`src/rtl/generic_register_file_pkg.sv`:
```
// generic_register_file_pkg: FunSel operation codes and shared sizing helper.
package generic_register_file_pkg;
  localparam logic [2:0] FS_DEC     = 3'b000;
  localparam logic [2:0] FS_INC     = 3'b001;
  localparam logic [2:0] FS_LOAD    = 3'b010;
  localparam logic [2:0] FS_CLR     = 3'b011;
  localparam logic [2:0] FS_LDLO_Z  = 3'b100;
  localparam logic [2:0] FS_LDLO_K  = 3'b101;
  localparam logic [2:0] FS_LDHI_K  = 3'b110;
  localparam logic [2:0] FS_LDLO_SX = 3'b111;
  function automatic int sel_w(input int n);
    return (n > 1) ? $clog2(n) : 1;
  endfunction
endpackage

```
`src/rtl/generic_register_file_if.sv`:
```
// generic_register_file_if: write/read/save-restore bus of the register file.
interface generic_register_file_if #(
  parameter int WIDTH = 16,
  parameter int NREG  = 8
);
  localparam int SELW = generic_register_file_pkg::sel_w(NREG);
  logic [WIDTH-1:0] I;
  logic [2:0]       FunSel;
  logic [NREG-1:0]  RegSel;
  logic [SELW-1:0]  OutASel;
  logic [SELW-1:0]  OutBSel;
  logic             Save;
  logic             Restore;
  logic [WIDTH-1:0] OutA;
  logic [WIDTH-1:0] OutB;
  logic             ShadowValid;
  logic             RestoreErr;
  modport master (output I, FunSel, RegSel, OutASel, OutBSel, Save, Restore,
                  input  OutA, OutB, ShadowValid, RestoreErr);
  modport slave  (input  I, FunSel, RegSel, OutASel, OutBSel, Save, Restore,
                  output OutA, OutB, ShadowValid, RestoreErr);
endinterface

```
`src/rtl/generic_register_file_rf_cell.sv`:
```
// rf_cell: one main register with its shadow copy, FunSel update and save/restore muxing.
module rf_cell import generic_register_file_pkg::*; #(
  parameter int WIDTH = 16
) (
  input  logic             clk,
  input  logic             rst_n,
  input  logic [WIDTH-1:0] i,
  input  logic [2:0]       fun_sel,
  input  logic             we,
  input  logic             save,
  input  logic             restore,
  output logic [WIDTH-1:0] q,
  output logic [WIDTH-1:0] nxt
);
  logic [WIDTH-1:0] main_q, main_d, shadow_q, shadow_d, op_val;
  always_comb begin
    op_val = main_q;
    case (fun_sel)
      FS_DEC:     op_val = main_q - WIDTH'(1);
      FS_INC:     op_val = main_q + WIDTH'(1);
      FS_LOAD:    op_val = i;
      FS_CLR:     op_val = '0;
      FS_LDLO_Z:  op_val = WIDTH'(i[7:0]);
      FS_LDLO_K:  op_val = {main_q[WIDTH-1:8], i[7:0]};
      FS_LDHI_K:  op_val = (main_q & ~WIDTH'(16'hFF00)) | (WIDTH'(i[7:0]) << 8);
      FS_LDLO_SX: op_val = {{(WIDTH-8){i[7]}}, i[7:0]};
      default:    op_val = main_q;
    endcase
    main_d   = restore ? shadow_q : we ? op_val : main_q;
    shadow_d = save ? main_q : shadow_q;
  end
  always_ff @(posedge clk) begin
    if (!rst_n) begin
      main_q   <= '0;
      shadow_q <= '0;
    end else begin
      main_q   <= main_d;
      shadow_q <= shadow_d;
    end
  end
  assign q   = main_q;
  assign nxt = main_d;
endmodule

```
`src/rtl/generic_register_file.sv`:
```
// generic_register_file: NREG x WIDTH register file with shadow bank and optional write-through reads.
module generic_register_file import generic_register_file_pkg::*; #(
  parameter int WIDTH  = 16,
  parameter int NREG   = 8,
  parameter int BYPASS = 0
) (
  input logic                  Clock,
  input logic                  Reset,
  generic_register_file_if.slave bus
);
  localparam int SELW = sel_w(NREG);
  logic [WIDTH-1:0] rd [NREG];
  logic [SELW-1:0]  sel_a, sel_b;
  logic             restore_ok, valid_q, valid_d, err_q, err_d;
  assign restore_ok = bus.Restore & valid_q;
  genvar g;
  generate
    for (g = 0; g < NREG; g++) begin : g_cell
      logic [WIDTH-1:0] q, nxt;
      rf_cell #(.WIDTH(WIDTH)) u_cell (
        .clk(Clock), .rst_n(Reset), .i(bus.I), .fun_sel(bus.FunSel),
        .we(~bus.RegSel[NREG-1-g]), .save(bus.Save), .restore(restore_ok),
        .q(q), .nxt(nxt)
      );
      assign rd[g] = (BYPASS != 0) ? nxt : q;
    end
  endgenerate
  always_comb begin
    valid_d = bus.Save ? 1'b1 : restore_ok ? 1'b0 : valid_q;
    err_d   = bus.Restore & ~valid_q;
  end
  always_ff @(posedge Clock) begin
    if (!Reset) begin
      valid_q <= 1'b0;
      err_q   <= 1'b0;
    end else begin
      valid_q <= valid_d;
      err_q   <= err_d;
    end
  end
  assign sel_a           = bus.OutASel;
  assign sel_b           = bus.OutBSel;
  assign bus.OutA        = (int'(sel_a) < NREG) ? rd[sel_a] : '0;
  assign bus.OutB        = (int'(sel_b) < NREG) ? rd[sel_b] : '0;
  assign bus.ShadowValid = valid_q;
  assign bus.RestoreErr  = err_q;
endmodule

```
`src/flat_wrapper.sv`:
```
// flat-port wrapper written by rule: the top's interface ports become plain ports
module generic_register_file_flat import generic_register_file_pkg::*;
#(
  parameter int WIDTH  = 16,
  parameter int NREG   = 8,
  parameter int BYPASS = 0
)
  (Clock, Reset, bus_I, bus_FunSel, bus_RegSel, bus_OutASel, bus_OutBSel, bus_Save, bus_Restore, bus_OutA, bus_OutB, bus_ShadowValid, bus_RestoreErr);
  generic_register_file_if #(.WIDTH(WIDTH), .NREG(NREG)) bus_i ();
  input logic Clock;
  input logic Reset;
  input wire logic [$bits(bus_i.I)-1:0] bus_I;
  input wire logic [$bits(bus_i.FunSel)-1:0] bus_FunSel;
  input wire logic [$bits(bus_i.RegSel)-1:0] bus_RegSel;
  input wire logic [$bits(bus_i.OutASel)-1:0] bus_OutASel;
  input wire logic [$bits(bus_i.OutBSel)-1:0] bus_OutBSel;
  input wire logic [$bits(bus_i.Save)-1:0] bus_Save;
  input wire logic [$bits(bus_i.Restore)-1:0] bus_Restore;
  output wire logic [$bits(bus_i.OutA)-1:0] bus_OutA;
  output wire logic [$bits(bus_i.OutB)-1:0] bus_OutB;
  output wire logic [$bits(bus_i.ShadowValid)-1:0] bus_ShadowValid;
  output wire logic [$bits(bus_i.RestoreErr)-1:0] bus_RestoreErr;
  assign bus_i.I = bus_I;
  assign bus_i.FunSel = bus_FunSel;
  assign bus_i.RegSel = bus_RegSel;
  assign bus_i.OutASel = bus_OutASel;
  assign bus_i.OutBSel = bus_OutBSel;
  assign bus_i.Save = bus_Save;
  assign bus_i.Restore = bus_Restore;
  assign bus_OutA = bus_i.OutA;
  assign bus_OutB = bus_i.OutB;
  assign bus_ShadowValid = bus_i.ShadowValid;
  assign bus_RestoreErr = bus_i.RestoreErr;
  generic_register_file #(.WIDTH(WIDTH), .NREG(NREG), .BYPASS(BYPASS)) u_core (.Clock(Clock), .Reset(Reset), .bus(bus_i));
endmodule
```
`config.mk`:
```
export PLATFORM = sky130hd
export DESIGN_NAME = generic_register_file_flat
export DESIGN_NICKNAME = d
export VERILOG_FILES = /design/src/rtl/generic_register_file_pkg.sv /design/src/rtl/generic_register_file_if.sv /design/src/rtl/generic_register_file_rf_cell.sv /design/src/rtl/generic_register_file.sv /design/src/flat_wrapper.sv
export SDC_FILE = /design/constraint.sdc
export NUM_CORES = 1
export LEC_CHECK = 0
export CAP_MARGIN = 20
export CORE_MARGIN = 2
export CORE_UTILIZATION = 57
export DETAILED_ROUTE_END_ITERATION = 8
export PLACE_DENSITY_LB_ADDON = 0.1
export RECOVER_POWER = 25
export SLEW_MARGIN = 20
export SYNTH_ARGS = -nofsm -noshare
export SYNTH_HDL_FRONTEND = slang
export SYNTH_SLANG_ARGS = --single-unit
```
`constraint.sdc`:
```
create_clock -name Clock -period 6.62 [get_ports Clock]
set_input_delay 0.662 -clock Clock [delete_from_list [all_inputs] [get_ports Clock]]
set_output_delay 0.662 -clock Clock [all_outputs]
set_load 0.01 [all_outputs]
```
==> results of run 1 <==
cell families (layout without fill, tap and decap cells):
logic type,Yosys count,after routing,synth area share
compound gates,727,727,0.2460
simple gates,564,564,0.1439
flops,258,258,0.2716
mux,235,235,0.1681
buf+inv,178,183,0.03757
fa+ha+maj,136,136,0.09265
xor+xnor,87,87,0.04007
other cells,0,1,0
Yosys cell counts, types with 6 or more instances:
master     instances
nor2b_1          102
a211o_1            8
nand4_1            6
a31oi_1           28
and3_1            14
or3_1             16
o21ai_1           21
nor3_1            33
mux4_2            64
nand2b_1          10
o21ai_0          159
xnor2_1           57
ha_1             128
or2_2              7
nand3_1           30
buf_2             30
a311oi_1           7
a21o_1            40
o21bai_1          16
o31ai_1           26
and2_1             8
xor2_1            30
a21oi_1          189
o211a_1            6
nand2_1          108
a2111oi_0         12
clkbuf_1          81
fa_1               8
a211oi_1          46
mux2i_1          136
o22ai_1           16
buf_1             25
nor2_1           199
o21a_1            39
o221ai_1          20
dfxtp_1          258
mux2_2            35
a21boi_1           9
o211ai_1          25
a221oi_1           9
o41ai_1            8
inv_1             39
layout make-up:
type / instances / area, µm²
Antenna cell: 1 / 2.502
Tap cell: 442 / 553.0
Inverter: 39 / 147.6
Clock inverter: 16 / 186.4
Fill cell: 2896 / 11810
Clock buffer: 40 / 859.6
Multi-Input combinational cell: 1749 / 13160
Timing Repair Buffer: 88 / 814.5
Sequential cell: 258 / 5165
layer usage:
layer | part of all wire | track usage | vias up | wire length, µm
met5 | 0.00012 | 0 | - | 7
met4 | 0.027 | 0.08669 | 2 | 1612
met3 | 0.085 | 0.06112 | 110 | 5010
met2 | 0.44 | 0.5169 | 751 | 26220
met1 | 0.44 | 0.4697 | 8194 | 26330
li1 | - | - | 8144 | -
registers in the layout (all words and copies together), names as in the netlist:
| signal | count |
|---|---|
| u_core.g_cell.u_cell.shadow_q | 128 |
| u_core.bus.ShadowValid | 1 |
| u_core.g_cell.u_cell.q | 128 |
| u_core.bus.RestoreErr | 1 |
power breakdown:
part	internal [µW]	total [µW]	switching [µW]
logic	787	1750	958
registers	1670	1820	154
clock network	1060	1790	727
metrics by stage:
stage               instances    util  hold slack, ns  total power (µW)
finish                   2633  0.6388          0.4484              5358
CTS                      2632  0.6391          0.4525              5322
global placement         2576  0.6071          0.4326              3495
floorplan                2185       -          0.4301              3076
global route             2632  0.6387          0.4773              5606
detailed placement       2576  0.6071          0.4445              3535
path summary, 6_finish.rpt:
path                                           endpoint  depth (start not counted)  slack [ns]                                        startpoint
max           u_core.g_cell[2].u_cell.q[1]$_SDFFE_PN0P_                          5        1.44                                             Reset
min           u_core.g_cell[4].u_cell.q[0]$_SDFFE_PN0P_                          2        0.45  u_core.g_cell[4].u_cell.shadow_q[0]$_SDFFE_PN0P_
max reg2reg  u_core.g_cell[3].u_cell.q[13]$_SDFFE_PN0P_                          8        3.79         u_core.g_cell[3].u_cell.q[3]$_SDFFE_PN0P_
min reg2reg   u_core.g_cell[4].u_cell.q[0]$_SDFFE_PN0P_                          2        0.45  u_core.g_cell[4].u_cell.shadow_q[0]$_SDFFE_PN0P_
tightest hold or removal path, stage by stage (launching register included):
cell and delay [ns]:
dfxtp_1 0.30, nand2_1 0.05, a21oi_1 0.05
==> Implementation_results.wiki, run 1 <==
{| class="wikitable"
! Metric !! Value
|-
| Final Worst Setup Slack || 1.436 ns
|-
| Routed wire length || 59170 µm
|-
| Run status || finished with violations
|-
| Slew Limit Headroom || -2.405
|-
| Endpoint class of the critical path || register
|-
| Initial drt markers || 1572
|-
| Aggregate global routing overflow || 0
|-
| Total number of placement rows || 66
|-
| Commonest cells after routing, fill and taps aside || dfxtp_1 (258), nor2_1 (199), a21oi_1 (189), o21ai_0 (159), mux2i_1 (136)
|-
| Static leakage || 0.008283 µW
|-
| Required time worst endpoint || 7.08 ns
|-
| Net count reported at finish || 2340
|-
| Number of hold violations in the final report || 0
|-
| Placed cell areas || 0.01985 mm²
|-
| Worst Path Class, Setup || input pin to register
|-
| Crit-path leading delay family || buffers and inverters
|-
| Number of enable flip-flop cells after synthesis || 0
|-
| Slowest cell on the critical path || clkbuf_1
|-
| First-pass iteration count of the detailed router || 5
|-
| Number of I/O port buffers || 70
|-
| Max capacitance violation total || 4
|-
| Vias in the first global route || 16120
|-
| Routed len/inst || 22.47 µm
|-
| Drt via density || 6.533
|-
| Count of endpoints failing setup in the final report || 0
|-
| Sort of element at the start of the critical path || input pin
|-
| Number of resized instances in the post-cts repair step || 0
|-
| Average footprint of a synthesized cell || 8.702 µm²
|-
| Proportion of layout cells with a drive suffix above 1 || 0.09178
|-
| Core Footprint || 0.03270 mm²
|-
| Clock period minus worst slack || 5.184 ns
|-
| Count of unique library cells instantiated by Yosys || 81
|-
| Clock latency on the worst-skew pair || 0.58 ns
|-
| Weighted congestion reported at the end of routability-driven placement || 0.9294
|-
| Number of buffers added for setup after CTS || 0
|-
| Power per cell area || 256.5 mW/mm²
|-
| Final number of max-transition violations || 249
|-
| # clock sinks || 258
|-
| Global-route wire length before repair || 92640 µm
|-
| Worst Hold Class || register to register
|-
| Area of all placed cells without fillers || 0.02089 mm²
|-
| CTS tree || yes
|-
| Clock slew at reported path FFs || 0.06 ns
|-
| DP Wirelength || 39880 µm
|-
| Maximum VDD drop || 0.0002257 V
|-
| Setup skew after layout || 0.02034 ns
|-
| Overall via count from detail_route || 17200
|-
| Post-DRT Antenna Nets || 0
|-
| CTS max path bufs || 3
|-
| Number of design rule violations left after detail routing || 0
|-
| Hold-fix buffers at CTS || 0
|-
| Count of mapped cells out of synthesis || 2185
|-
| Most common cell on crit path || clkbuf_1
|-
| Async set or reset register ratio after synthesis || 0
|-
| Worst slack at placement || 1.592 ns
|-
| Share of the clock period used by the worst path || 0.7831
|-
| Post-Syn Nets || 2358
|-
| Mapped Area || 0.01901 mm²
|-
| H-tree Lvls || 1
|-
| Die extent in x || 186.6 µm
|-
| GRT Resource Usage Total || 0.3306
|-
| Total negative slack || 0 ns
|-
| Commonest register cell after synthesis || dfxtp_1
|-
| Top-area cell type share of the netlist area || 0.2716
|-
| Peak per-stage delay on the critical path || 2.14 ns
|-
| Vertical die dimension || 186.6 µm
|-
| Data arrival time of the worst path || 5.65 ns
|-
| Share of the yosys chip area belonging to registers || 0.2716
|-
| Seq cells post-synth || 258
|-
| Violations in the final reports || capacitance limit, slew limit
|-
| Max Clk Rate || 192.9 MHz
|-
| Initial antenna violation count || 2
|-
| Signed area change from the synthesized netlist to the final layout || 9.864%
|-
| Critical path buffers and inverters || 4
|-
| I/O pins || 71
|-
| Yosys warnings || 0
|-
| Number of CTS-inserted buffers || 31
|-
| Library cell occupying the most area in the post-synthesis netlist || dfxtp_1
|-
| Slew at the pin closest to its max-slew limit || 5.108 ns
|-
| Largest net degree at the start of global routing || 117
|-
| CTS Root Cell || clkbuf_16
|-
| Starting Density || 0.5815
|-
| Worst-path cell chain || clkbuf_1, clkbuf_1, clkinv_2, clkbuf_2, a31oi_1
|-
| Top cells by area, synth || dfxtp_1 (27%), ha_1 (8.4%), mux4_2 (7.6%), mux2i_1 (7.2%), a21oi_1 (5.0%)
|-
| Die area || 0.03484 mm²
|-
| Unrepaired setup endpoints after global routing || no
|-
| Most frequent standard cell in the layout excluding fill and tap cells || dfxtp_1
|-
| Max Fanout on Critical Path || 75
|}
(Power assumes the default switching activity.)
==> run 2: changes to the inputs <==
CORE_UTILIZATION = 63   (was 57)
clock period = 5.4 ns   (was 6.62 ns; I/O delays follow)
==> Implementation_results.wiki, run 2 (synthesis gave the netlist of run 1 again) <==
{| class="wikitable"
! Metric !! Value
|-
| Core Footprint || 0.02972 mm²
|-
| Post-DRT Antenna Nets || 0
|-
| Die area || 0.03159 mm²
|-
| DP Wirelength || 40600 µm
|-
| Required time worst endpoint || 5.92 ns
|-
| Setup skew after layout || 0.02931 ns
|-
| Reg area || 0.005165 mm²
|-
| Drt via density || 6.831
|-
| Number of I/O port buffers || 70
|-
| Die extent in x || 177.7 µm
|-
| Overall via count from detail_route || 17670
|-
| Number of buffers added for setup after CTS || 0
|-
| Area of all placed cells without fillers || 0.02083 mm²
|-
| Max Fanout on Critical Path || 24
|-
| Placed cell areas || 0.01985 mm²
|-
| Number of hold violations in the final report || 0
|-
| CTS tree || yes
|-
| Initial drt markers || 1694
|-
| Max capacitance violation total || 1
|-
| Weighted congestion reported at the end of routability-driven placement || 0.9268
|-
| Worst Path Class, Setup || input pin to register
|-
| Count of endpoints failing setup in the final report || 0
|-
| Slew at the pin closest to its max-slew limit || 3.138 ns
|-
| Clock slew at reported path FFs || 0.06 ns
|-
| Detail Route met3 WL || 5344 µm
|-
| Commonest cells after routing, fill and taps aside || dfxtp_1 (258), nor2_1 (199), a21oi_1 (189), o21ai_0 (159), mux2i_1 (136)
|-
| Vias in the first global route || 16480
|-
| Starting Density || 0.6398
|-
| Number of design rule violations left after detail routing || 0
|-
| Multi-input gate area in the final layout || 0.01316 mm²
|-
| Top layer used by detailed routing || met4
|-
| Routed wire length || 59510 µm
|-
| Clock latency on the worst-skew pair || 0.59 ns
|-
| CTS max path bufs || 3
|-
| Sort of element at the start of the critical path || input pin
|-
| H-tree Lvls || 1
|-
| Total number of placement rows || 63
|-
| I/O pins || 71
|-
| Endpoint class of the critical path || register
|-
| Share of the clock period used by the worst path || 0.6923
|-
| Initial antenna violation count || 0
|-
| Slew Limit Headroom || -1.092
|-
| CTS Root Cell || clkbuf_16
|-
| Worst Hold Class || register to register
|-
| Clock period minus worst slack || 3.739 ns
|-
| Largest net degree at the start of global routing || 101
|-
| Unrepaired setup endpoints after global routing || no
|-
| Aggregate global routing overflow || 0
|-
| Vertical die dimension || 177.7 µm
|-
| Most frequent standard cell in the layout excluding fill and tap cells || dfxtp_1
|-
| Routed wire length on met2 || 25860 µm
|-
| Run status || finished with violations
|-
| Wire length on met1 || 25670 µm
|-
| Number of CTS-inserted buffers || 29
|-
| Final number of max-transition violations || 80
|-
| Maximum VDD drop || 0.0002978 V
|-
| Violations in the final reports || capacitance limit, slew limit
|-
| Routed len/inst || 23.00 µm
|-
| Global-route wire length before repair || 92830 µm
|-
| First-pass iteration count of the detailed router || 5
|-
| Worst slack on hold paths || 0.4319 ns
|-
| Total of fill cells in the finished design || 2355
|-
| Power per cell area || 308.8 mW/mm²
|-
| Hold-fix buffers at CTS || 0
|-
| GRT Resource Usage Total || 0.3745
|-
| # clock sinks || 258
|-
| Net count reported at finish || 2348
|-
| Proportion of layout cells with a drive suffix above 1 || 0.09558
|-
| Max Clk Rate || 267.5 MHz
|-
| # diodes || 0
|-
| Total negative slack || 0 ns
|-
| Signed area change from the synthesized netlist to the final layout || 9.554%
|-
| Number of resized instances in the post-cts repair step || 0
|-
| Data arrival time of the worst path || 4.26 ns
|-
| Static leakage || 0.008304 µW
|}
[run 2: per-stage QoR]
| stage | power, µW | utilization | worst slack [ns] | cells |
|---|---|---|---|---|
| after floorplan | 3771 | - | 0.6421 | 2185 |
| after global placement | 4287 | 0.6680 | 1.246 | 2533 |
| after detailed placement | 4339 | 0.6680 | 1.171 | 2533 |
| after CTS | 6372 | 0.7008 | 1.745 | 2586 |
| after global routing | 6708 | 0.7010 | 1.414 | 2587 |
| final | 6433 | 0.7010 | 1.661 | 2587 |
[run 2: final cells by class]
| type | count | area share |
|---|---|---|
| clock buffer | 43 | 0.04168 |
| tap | 390 | 0.02342 |
| inverter | 39 | 0.007027 |
| timing repair buffer | 98 | 0.04325 |
| sequential | 258 | 0.2479 |
| multi-input combinational | 1749 | 0.6316 |
| clock inverter | 10 | 0.005105 |
[run 2: critical path, cell delays in order]
cell and delay, ns:
clkdlybuf4s50_1 0.66, nand2_4 0.29, inv_1 0.68, fa_1 0.36, nor2b_1 0.08, o31a_1 0.28
o22ai_1 0.40, o21ai_1 0.23, a41oi_1 0.28, mux2_2 0.36, nor2b_1 0.10
[run 2: path summary, 6_finish.rpt]
path / from / endpoint / slack, ns / cells after the start
worst min register to register: u_core.g_cell[5].u_cell.shadow_q[7]$_SDFFE_PN0P_ / u_core.g_cell[5].u_cell.q[7]$_SDFFE_PN0P_ / 0.43 / 2
worst max register to register: u_core.bus.ShadowValid$_SDFFE_PN0P_ / u_core.g_cell[5].u_cell.q[11]$_SDFFE_PN0P_ / 2.50 / 6
worst min-delay path: u_core.g_cell[5].u_cell.shadow_q[7]$_SDFFE_PN0P_ / u_core.g_cell[5].u_cell.q[7]$_SDFFE_PN0P_ / 0.43 / 2
worst max-delay path: bus_FunSel[0] / u_core.g_cell[1].u_cell.q[14]$_SDFFE_PN0P_ / 1.66 / 11
[run 2: report_power, final]
part           switching, µW  leakage [µW]  internal (µW)
Clock                    852      0.000484           1200
Combinational           1180       0.00571            963
Sequential               192       0.00211           2040
Total                   2230       0.00830           4210
[run 2: routing by layer]
layer,vias to the layer above,global-route usage
met4,0,0.1533
met5,-,0
met2,910,0.5756
li1,8175,-
met3,175,0.06020
met1,8412,0.5238
